### src/rtl/ram_arbiter.sv
// -----------------------------------------------------------------------------
// ram_arbiter
//
// Shares one single-port RAM between two requesters. Port 0 is the CPU MAR/MDR
// path and port 1 is the program loader / DMA engine. Each access is one grant
// cycle, then RAM_LAT cycles with the RAM controls held from latched copies of
// the requester's we/addr/wdata, then a one-cycle ack. Simultaneous requests
// are resolved round-robin against the last port served.
//
// Optional build macro: RAM_ARB_LOCK_EN
//   When defined, adds lock0/lock1 inputs. A port that finishes an access with
//   its lock high keeps exclusive ownership of the RAM until it drops its lock
//   during an IDLE cycle.
//
// Ports
//   clock, reset        : rising-edge clock, asynchronous active-low reset
//   reqN, weN, addrN,
//   wdataN              : requester N level request and access attributes
//   ackN                : one-cycle completion pulse for requester N
//   rdataN              : last read data returned to requester N
//   lock0, lock1        : (RAM_ARB_LOCK_EN only) bus-lock requests
//   ram_enable, ram_read,
//   ram_write, ram_addr,
//   ram_wdata           : RAM controls, active only during ACCESS
//   ram_rdata           : RAM read data, captured on the last ACCESS cycle
//   busy                : high whenever the arbiter is not IDLE
//   grant_id            : port currently or most recently granted
// -----------------------------------------------------------------------------
module ram_arbiter #(
    parameter int ADDR_WIDTH = 9,
    parameter int DATA_WIDTH = 32,
    parameter int RAM_LAT    = 1
) (
    input  logic                  clock,
    input  logic                  reset,
    input  logic                  req0,
    input  logic                  we0,
    input  logic [ADDR_WIDTH-1:0] addr0,
    input  logic [DATA_WIDTH-1:0] wdata0,
    output logic                  ack0,
    output logic [DATA_WIDTH-1:0] rdata0,
    input  logic                  req1,
    input  logic                  we1,
    input  logic [ADDR_WIDTH-1:0] addr1,
    input  logic [DATA_WIDTH-1:0] wdata1,
    output logic                  ack1,
    output logic [DATA_WIDTH-1:0] rdata1,
`ifdef RAM_ARB_LOCK_EN
    input  logic                  lock0,
    input  logic                  lock1,
`endif
    output logic                  ram_enable,
    output logic                  ram_read,
    output logic                  ram_write,
    output logic [ADDR_WIDTH-1:0] ram_addr,
    output logic [DATA_WIDTH-1:0] ram_wdata,
    input  logic [DATA_WIDTH-1:0] ram_rdata,
    output logic                  busy,
    output logic                  grant_id
);

    typedef enum logic [1:0] {
        IDLE   = 2'd0,
        ACCESS = 2'd1,
        RESP   = 2'd2
    } state_t;

    // cnt counts down the remaining ACCESS cycles; 4 bits covers RAM_LAT up to 15
    localparam logic [3:0] CNT_LOAD = 4'(RAM_LAT - 1);

    state_t                  state_q;
    logic [3:0]              cnt_q;
    logic                    we_l_q;
    logic [ADDR_WIDTH-1:0]   addr_l_q;
    logic [DATA_WIDTH-1:0]   wdata_l_q;
    logic                    grant_id_q;
    logic                    last_served_q;
    logic [DATA_WIDTH-1:0]   rdata0_q;
    logic [DATA_WIDTH-1:0]   rdata1_q;
    logic                    ack0_q;
    logic                    ack1_q;
    logic                    ram_enable_q;
    logic                    ram_read_q;
    logic                    ram_write_q;
    logic                    busy_q;
`ifdef RAM_ARB_LOCK_EN
    logic                    lock_valid_q;
    logic                    lock_owner_q;
    logic                    lock_hold_d;
`endif

    logic                    elig0_d;
    logic                    elig1_d;
    logic                    gnt_valid_d;
    logic                    gnt_port_d;
    logic                    sel_we_d;
    logic [ADDR_WIDTH-1:0]   sel_addr_d;
    logic [DATA_WIDTH-1:0]   sel_wdata_d;

    // Arbitration for the IDLE cycle
    always_comb begin
        elig0_d = req0;
        elig1_d = req1;
`ifdef RAM_ARB_LOCK_EN
        // An active lock whose owner still asserts it shuts out the other port;
        // once the owner's lock is low the lock is released and arbitration
        // this same cycle is ordinary round-robin.
        lock_hold_d = lock_valid_q && (lock_owner_q ? lock1 : lock0);
        if (lock_hold_d) begin
            elig0_d = req0 && !lock_owner_q;
            elig1_d = req1 &&  lock_owner_q;
        end
`endif
        gnt_valid_d = elig0_d | elig1_d;
        gnt_port_d  = (elig0_d && elig1_d) ? ~last_served_q : elig1_d;
        sel_we_d    = gnt_port_d ? we1    : we0;
        sel_addr_d  = gnt_port_d ? addr1  : addr0;
        sel_wdata_d = gnt_port_d ? wdata1 : wdata0;
    end

    always_ff @(posedge clock or negedge reset) begin
        if (!reset) begin
            state_q       <= IDLE;
            cnt_q         <= 4'd0;
            we_l_q        <= 1'b0;
            addr_l_q      <= '0;
            wdata_l_q     <= '0;
            grant_id_q    <= 1'b0;
            last_served_q <= 1'b1;
            rdata0_q      <= '0;
            rdata1_q      <= '0;
            ack0_q        <= 1'b0;
            ack1_q        <= 1'b0;
            ram_enable_q  <= 1'b0;
            ram_read_q    <= 1'b0;
            ram_write_q   <= 1'b0;
            busy_q        <= 1'b0;
`ifdef RAM_ARB_LOCK_EN
            lock_valid_q  <= 1'b0;
            lock_owner_q  <= 1'b0;
`endif
        end else begin
            ack0_q <= 1'b0;
            ack1_q <= 1'b0;
            case (state_q)
                IDLE: begin
`ifdef RAM_ARB_LOCK_EN
                    if (lock_valid_q && !lock_hold_d) begin
                        lock_valid_q <= 1'b0;
                    end
`endif
                    if (gnt_valid_d) begin
                        state_q      <= ACCESS;
                        cnt_q        <= CNT_LOAD;
                        grant_id_q   <= gnt_port_d;
                        we_l_q       <= sel_we_d;
                        addr_l_q     <= sel_addr_d;
                        wdata_l_q    <= sel_wdata_d;
                        ram_enable_q <= 1'b1;
                        ram_read_q   <= ~sel_we_d;
                        ram_write_q  <= sel_we_d;
                        busy_q       <= 1'b1;
                    end
                end
                ACCESS: begin
                    if (cnt_q == 4'd0) begin
                        if (!we_l_q) begin
                            if (grant_id_q) begin
                                rdata1_q <= ram_rdata;
                            end else begin
                                rdata0_q <= ram_rdata;
                            end
                        end
                        ram_enable_q <= 1'b0;
                        ram_read_q   <= 1'b0;
                        ram_write_q  <= 1'b0;
                        ack0_q       <= ~grant_id_q;
                        ack1_q       <= grant_id_q;
                        state_q      <= RESP;
                    end else begin
                        cnt_q <= cnt_q - 4'd1;
                    end
                end
                RESP: begin
`ifdef RAM_ARB_LOCK_EN
                    if (grant_id_q ? lock1 : lock0) begin
                        lock_valid_q <= 1'b1;
                        lock_owner_q <= grant_id_q;
                    end
`endif
                    last_served_q <= grant_id_q;
                    busy_q        <= 1'b0;
                    state_q       <= IDLE;
                end
                default: begin
                    state_q <= IDLE;
                end
            endcase
        end
    end

    assign ack0       = ack0_q;
    assign ack1       = ack1_q;
    assign rdata0     = rdata0_q;
    assign rdata1     = rdata1_q;
    assign ram_enable = ram_enable_q;
    assign ram_read   = ram_read_q;
    assign ram_write  = ram_write_q;
    assign ram_addr   = addr_l_q;
    assign ram_wdata  = wdata_l_q;
    assign busy       = busy_q;
    assign grant_id   = grant_id_q;

endmodule

### config.mk
export PLATFORM = sky130hd
export DESIGN_NAME = ram_arbiter
export DESIGN_NICKNAME = d
export VERILOG_FILES = /design/src/rtl/ram_arbiter.sv
export SDC_FILE = /design/constraint.sdc
export NUM_CORES = 1
export LEC_CHECK = 0
export ABC_CLOCK_PERIOD_IN_PS = 2990
export BUFFER_PORTS_ARGS = -buffer_cell sky130_fd_sc_hd__buf_2
export CAP_MARGIN = 10
export CORE_MARGIN = 2
export CORE_UTILIZATION = 47
export DETAILED_ROUTE_END_ITERATION = 12
export GPL_ROUTABILITY_DRIVEN = 0
export GPL_TIMING_DRIVEN = 1
export PLACE_DENSITY = 0.85
export SLEW_MARGIN = 0
export SYNTH_ARGS = -nofsm -noshare
export SYNTH_HDL_FRONTEND = slang
export SYNTH_SLANG_ARGS = --single-unit
### constraint.sdc
create_clock -name clock -period 2.99 [get_ports clock]
set_clock_uncertainty 0.15 [all_clocks]
set_input_delay 0.598 -clock clock [delete_from_list [all_inputs] [get_ports clock]]
set_output_delay 0.598 -clock clock [all_outputs]
set_load 0.02 [all_outputs]
======== After elaboration in Yosys (flattened, before gate mapping) ========
Index checks and enable logic that the tools add are counted.
storage, ports and cells
  flip-flop bits (word level) ............. 120
  output and inout bits ................... 112
cells by class
  add/sub/neg operators ................... 1
  equality and inequality tests ........... 5
  muxes and demuxes ....................... 22
  bitwise operators ....................... 5
  reduce and logical (&&, ||, !) cells .... 12
operators by type and width
  kind                   number
  $mux W32               1
  $mux W1                10
  $mux W9                1
  $mux W4                2
  $pmux W1 S2            4
  $pmux W4 S2            1
  $reduce_and A4 Y1      2
  $ne A2 B2 Y1 const B   3
  $reduce_and A2 Y1      3
  $reduce_and A3 Y1      2
  $logic_not A4 Y1       1
  $mux W2                2
  $not A1 Y1             4
  $pmux W2 S2            1
  $reduce_bool A2 Y1     2
  $sub A4 B1 Y4 const B  1
  $eq A2 B1 Y1 const B   1
  $eq A2 B2 Y1 const B   1
  $logic_not A2 Y1       1
  $logic_and A1 B1 Y1    1
  $or A1 B1 Y1           1

======== Logic depth before layout (Yosys ltp) ========
  depth after elaboration ................. 6
  gate-level depth with buffers ........... 7

======== Worst setup path before layout ========
Ideal clock, no wire load.
  kind .................................... reg-to-reg
  start ................................... register cnt_q[0]
  end ..................................... register rdata0_q[0] (netlist: rdata0[0])
  setup time .............................. 0.125 ns
  data arrival time ....................... 1.961 ns
  data required time ...................... 2.715 ns
  path slack .............................. 0.754 ns
  stages on the path, launching flop included .. 8
  path buffers ............................ 2
  cell sequence ........................... dfrtp_1 -> inv_1 -> ha_1 -> or3b_4 -> or4_4 -> buf_6 -> buf_12 -> mux2_4
on the way
  longest elaborated chain between the ends .. 2
RTL lines
  element                      line  RTL
  start, declared              72    logic [3:0] cnt_q;
  start signal, assigned       181   cnt_q <= cnt_q - 4'd1;
  $logic_not A4 Y1             166   if (cnt_q == 4'd0) begin
  $reduce_and A4 Y1 (no line)  --
  end signal, assigned         171   rdata0_q <= ram_rdata;
  end, declared                78    logic [DATA_WIDTH-1:0] rdata0_q;
No other way between the ends.
A chain may end at the register's enable or synchronous reset.

======== Worst setup path after layout ========
  start ................................... register cnt_q[0]
  end ..................................... register rdata0_q[17] (netlist: rdata0[17])
Same word-level chain as after synthesis.

==> impl_results.md <==
* Syn Std Cell Area at 0.00518 sq mm
* Cell at the slowest stage of the critical path: or4_4
* Clock-pin transition on the worst setup and hold timing paths at 0.06 ns
* Post-DP Area at 0.00648 sq mm
* CTS H-tree depth at 4
* Routed via count divided by cell count at 5.07
* Detail Route Antenna Nets at 0
* Mean instance size in the synthesized netlist at 15.8 sq um
* Final design area excluding fillers at 0.00709 sq mm
* # IOs at 232
* Commonest cells after routing, fill and taps aside: buf_2, dfrtp_1, mux2_2
* Pins Over Slew Limit at 0
* First-iteration detailed-routing DRC count at 117
* Total routing usage reported by global routing at 21.7%
* Via total after detailed routing at 3664
* VDD IR max at 0.787 mV
* Net count of the finished layout at 691
* Crit path max-delay family: simple AND/OR/NAND/NOR gates
* Min Clock Period, post-route at 2.49 ns
* Final-layout worst hold slack at 0.187 ns
* Data arrival time of the critical path at 2.72 ns
* Width of the die at 109 um
* Worst slew pin tran at 0.718 ns
* Nature of the critical path startpoint: register
* Number of setup violations in the final report at 0
* Root buffer cell: clkbuf_8
* Critical Path RT at 3.22 ns
* Adder and majority gate portion of the synthesized area at 0.483%
* Reported max-cap violation count at 0
* Number of design rule violations left after detail routing at 0
* Count of flip-flops with a built-in enable after synthesis at 0
* Initial antenna violation count at 0
* Reg2Reg Setup Slack at 0.50 ns
* WL/cell at 17.0 um
* Post-placement setup slack at 0.533 ns
* Mapped Cells at 328
* Xor/xnor cell area share of the yosys netlist at 0.169%
* Register bit count reported by yosys at 120
* Maximum clock frequency at 0.402 GHz
* Start-to-end type of the worst setup path: reg -> reg
* Max Root-Sink Buffers at 2
* CTS tree: done
* Post-layout total power at 8.77 mW
* Total routed wirelength at 12300 um
* Vertical extent of the die at 109 um
* Sink count of the clock tree at 120
* Pwr dens at 1240 mW/mm^2
* Primary FF master, synth: dfrtp_1
* Run status: complete, no violations
* Floorplan row count at 38
* Setup bufs post-CTS at 0
* RSZ-0062 raised after global routing: no
* Share of cell area taken by muxes after synthesis at 34.7%
* Sequential area share after synthesis at 57.9%
* Number of global-route vias before repair at 3998
* Most common library cell in the layout ignoring fill and taps: buf_2
* Static leakage at 3.54 nW
* Warnings, synthesis at 0
* Fraction of layout cells with a size suffix above 1 at 72.2%
* Final critical-path share of the clock period at 83.2%
* Count of inserted antenna diode cells at 0
* Area fraction in compound gates after synthesis at 1.79%
* Cell Count Post-Placement at 689
* Remaining global-route overflow at 0
* CP peak stage delay at 0.72 ns
* Fraction of registers with async set or reset after synthesis at 100%
* Placeable core area at 0.0108 sq mm
* Biggest fanout along the worst timing path at 32
* Largest net degree at the start of global routing at 57
* Post-Synth Simple-Gate Area at 2.05%
* Port bufs at 231
* Initial core utilization at 48.0%
* Total iterations of the first detailed-routing run at 4
* Post-synthesis net count at 450
* Synthesis-to-finish area growth at 36.8%
* Type of destination of the critical path: register
* CP Buf/Inv Count at 1
* Post-route setup slack at 0.501 ns
* Max-slew headroom at 52.1%
* First-pass GRT wire length at 19300 um
* Total die area at 0.0119 sq mm
* Number of distinct library cells after synthesis at 33
* Critical path cell sequence: inv_1 -> ha_1 -> or3b_4 -> or4_4 -> mux2_4
* Insertion delay of the later-clocked pin in the worst-skew pair at 0.50 ns
* TritonCTS buffer count at 17
* Setup total negative slack at 0 ns
* HPWL after detailed placement at 8780 um
* Number of hold-slack violations in the final timing report at 0
* Utilization after layout at 65.7%
* Min-Delay Path Class: in -> reg
* Dominant combinational cell family by area after synthesis: multiplexers
* Post-Layout Cell Count at 722
[routing by layer]
metal / global-route usage, % / wire length, um / up-vias
met4: 10.7 / 384 / 0
met1: 22.6 / 4440 / 1853
li1: - / - / 1659
met5: 0 / 0 / -
met2: 39.4 / 6890 / 121
met3: 6.40 / 571 / 31
[cell families (layout without fill, tap and decap cells)]
| logic type | after synthesis | after routing |
|---|---|---|
| buffers and inverters | 23 | 277 |
| adders and majority gates | 2 | 2 |
| and+or+nand+nor | 18 | 18 |
| xor gates and xnor gates | 1 | 1 |
| DFF | 120 | 120 |
| AOI/OAI and AO/OA | 14 | 14 |
| muxes | 150 | 150 |
[registers in the layout, summed over array words and instances (netlist names)]
register       count
ack1               1
rdata0            32
cnt_q              4
last_served_q      1
grant_id           1
state_q            2
ram_write          1
ram_addr           9
we_l_q             1
ram_read           1
rdata1            32
ram_enable         1
ack0               1
busy               1
ram_wdata         32
[what timing repair did]
action / 4_1_cts / 5_1_grt
hold endpoints to repair: 2 / 0
resized for setup: 0 / 0
hold buffers: 1 / 0
[synth_stat cells (3+ instances only)]
library cell,instances,area share (%)
o22ai_1,3,0.36
mux2_4,30,8.7
dfrtp_1,119,57
o21ai_0,5,0.48
buf_2,5,0.48
inv_1,7,0.51
nor2_1,4,0.29
buf_12,3,1.2
mux2_2,118,26
clkbuf_1,7,0.51
[layout make-up]
class	instances	area, sq um
Clock buffer	24	480
Clock inverter	8	118
Fill cell	810	3700
Inverter	7	26.3
Multi-Input combinational cell	185	2050
Sequential cell	120	3000
Tap cell	140	175
Timing Repair Buffer	238	1240
[worst paths after layout]
check,to,startpoint,depth (start not counted)
setup / recovery,rdata0[17],cnt_q[0],5
setup reg to reg,rdata0[17],cnt_q[0],5
hold reg to reg,ram_enable,ram_enable,1
hold / removal,rdata0[12],ram_rdata[12],2
min in group asynchronous,ram_addr[5],reset,2
max in group asynchronous,last_served_q,reset,3
[worst reg2reg max path, cell delays in order, from the launching register on]
cell and delay, ns:
dfrtp_1 0.38, inv_1 0.12, ha_1 0.18, or3b_4 0.39
or4_4 0.72, mux2_4 0.43
[power by group]
group | switching (mW) | internal (mW) | total (mW)
Clock | 0.669 | 1.35 | 2.02
Sequential | 0.461 | 2.47 | 2.93
Combinational | 2.07 | 1.75 | 3.82
Power figures use the tool's default switching activity.
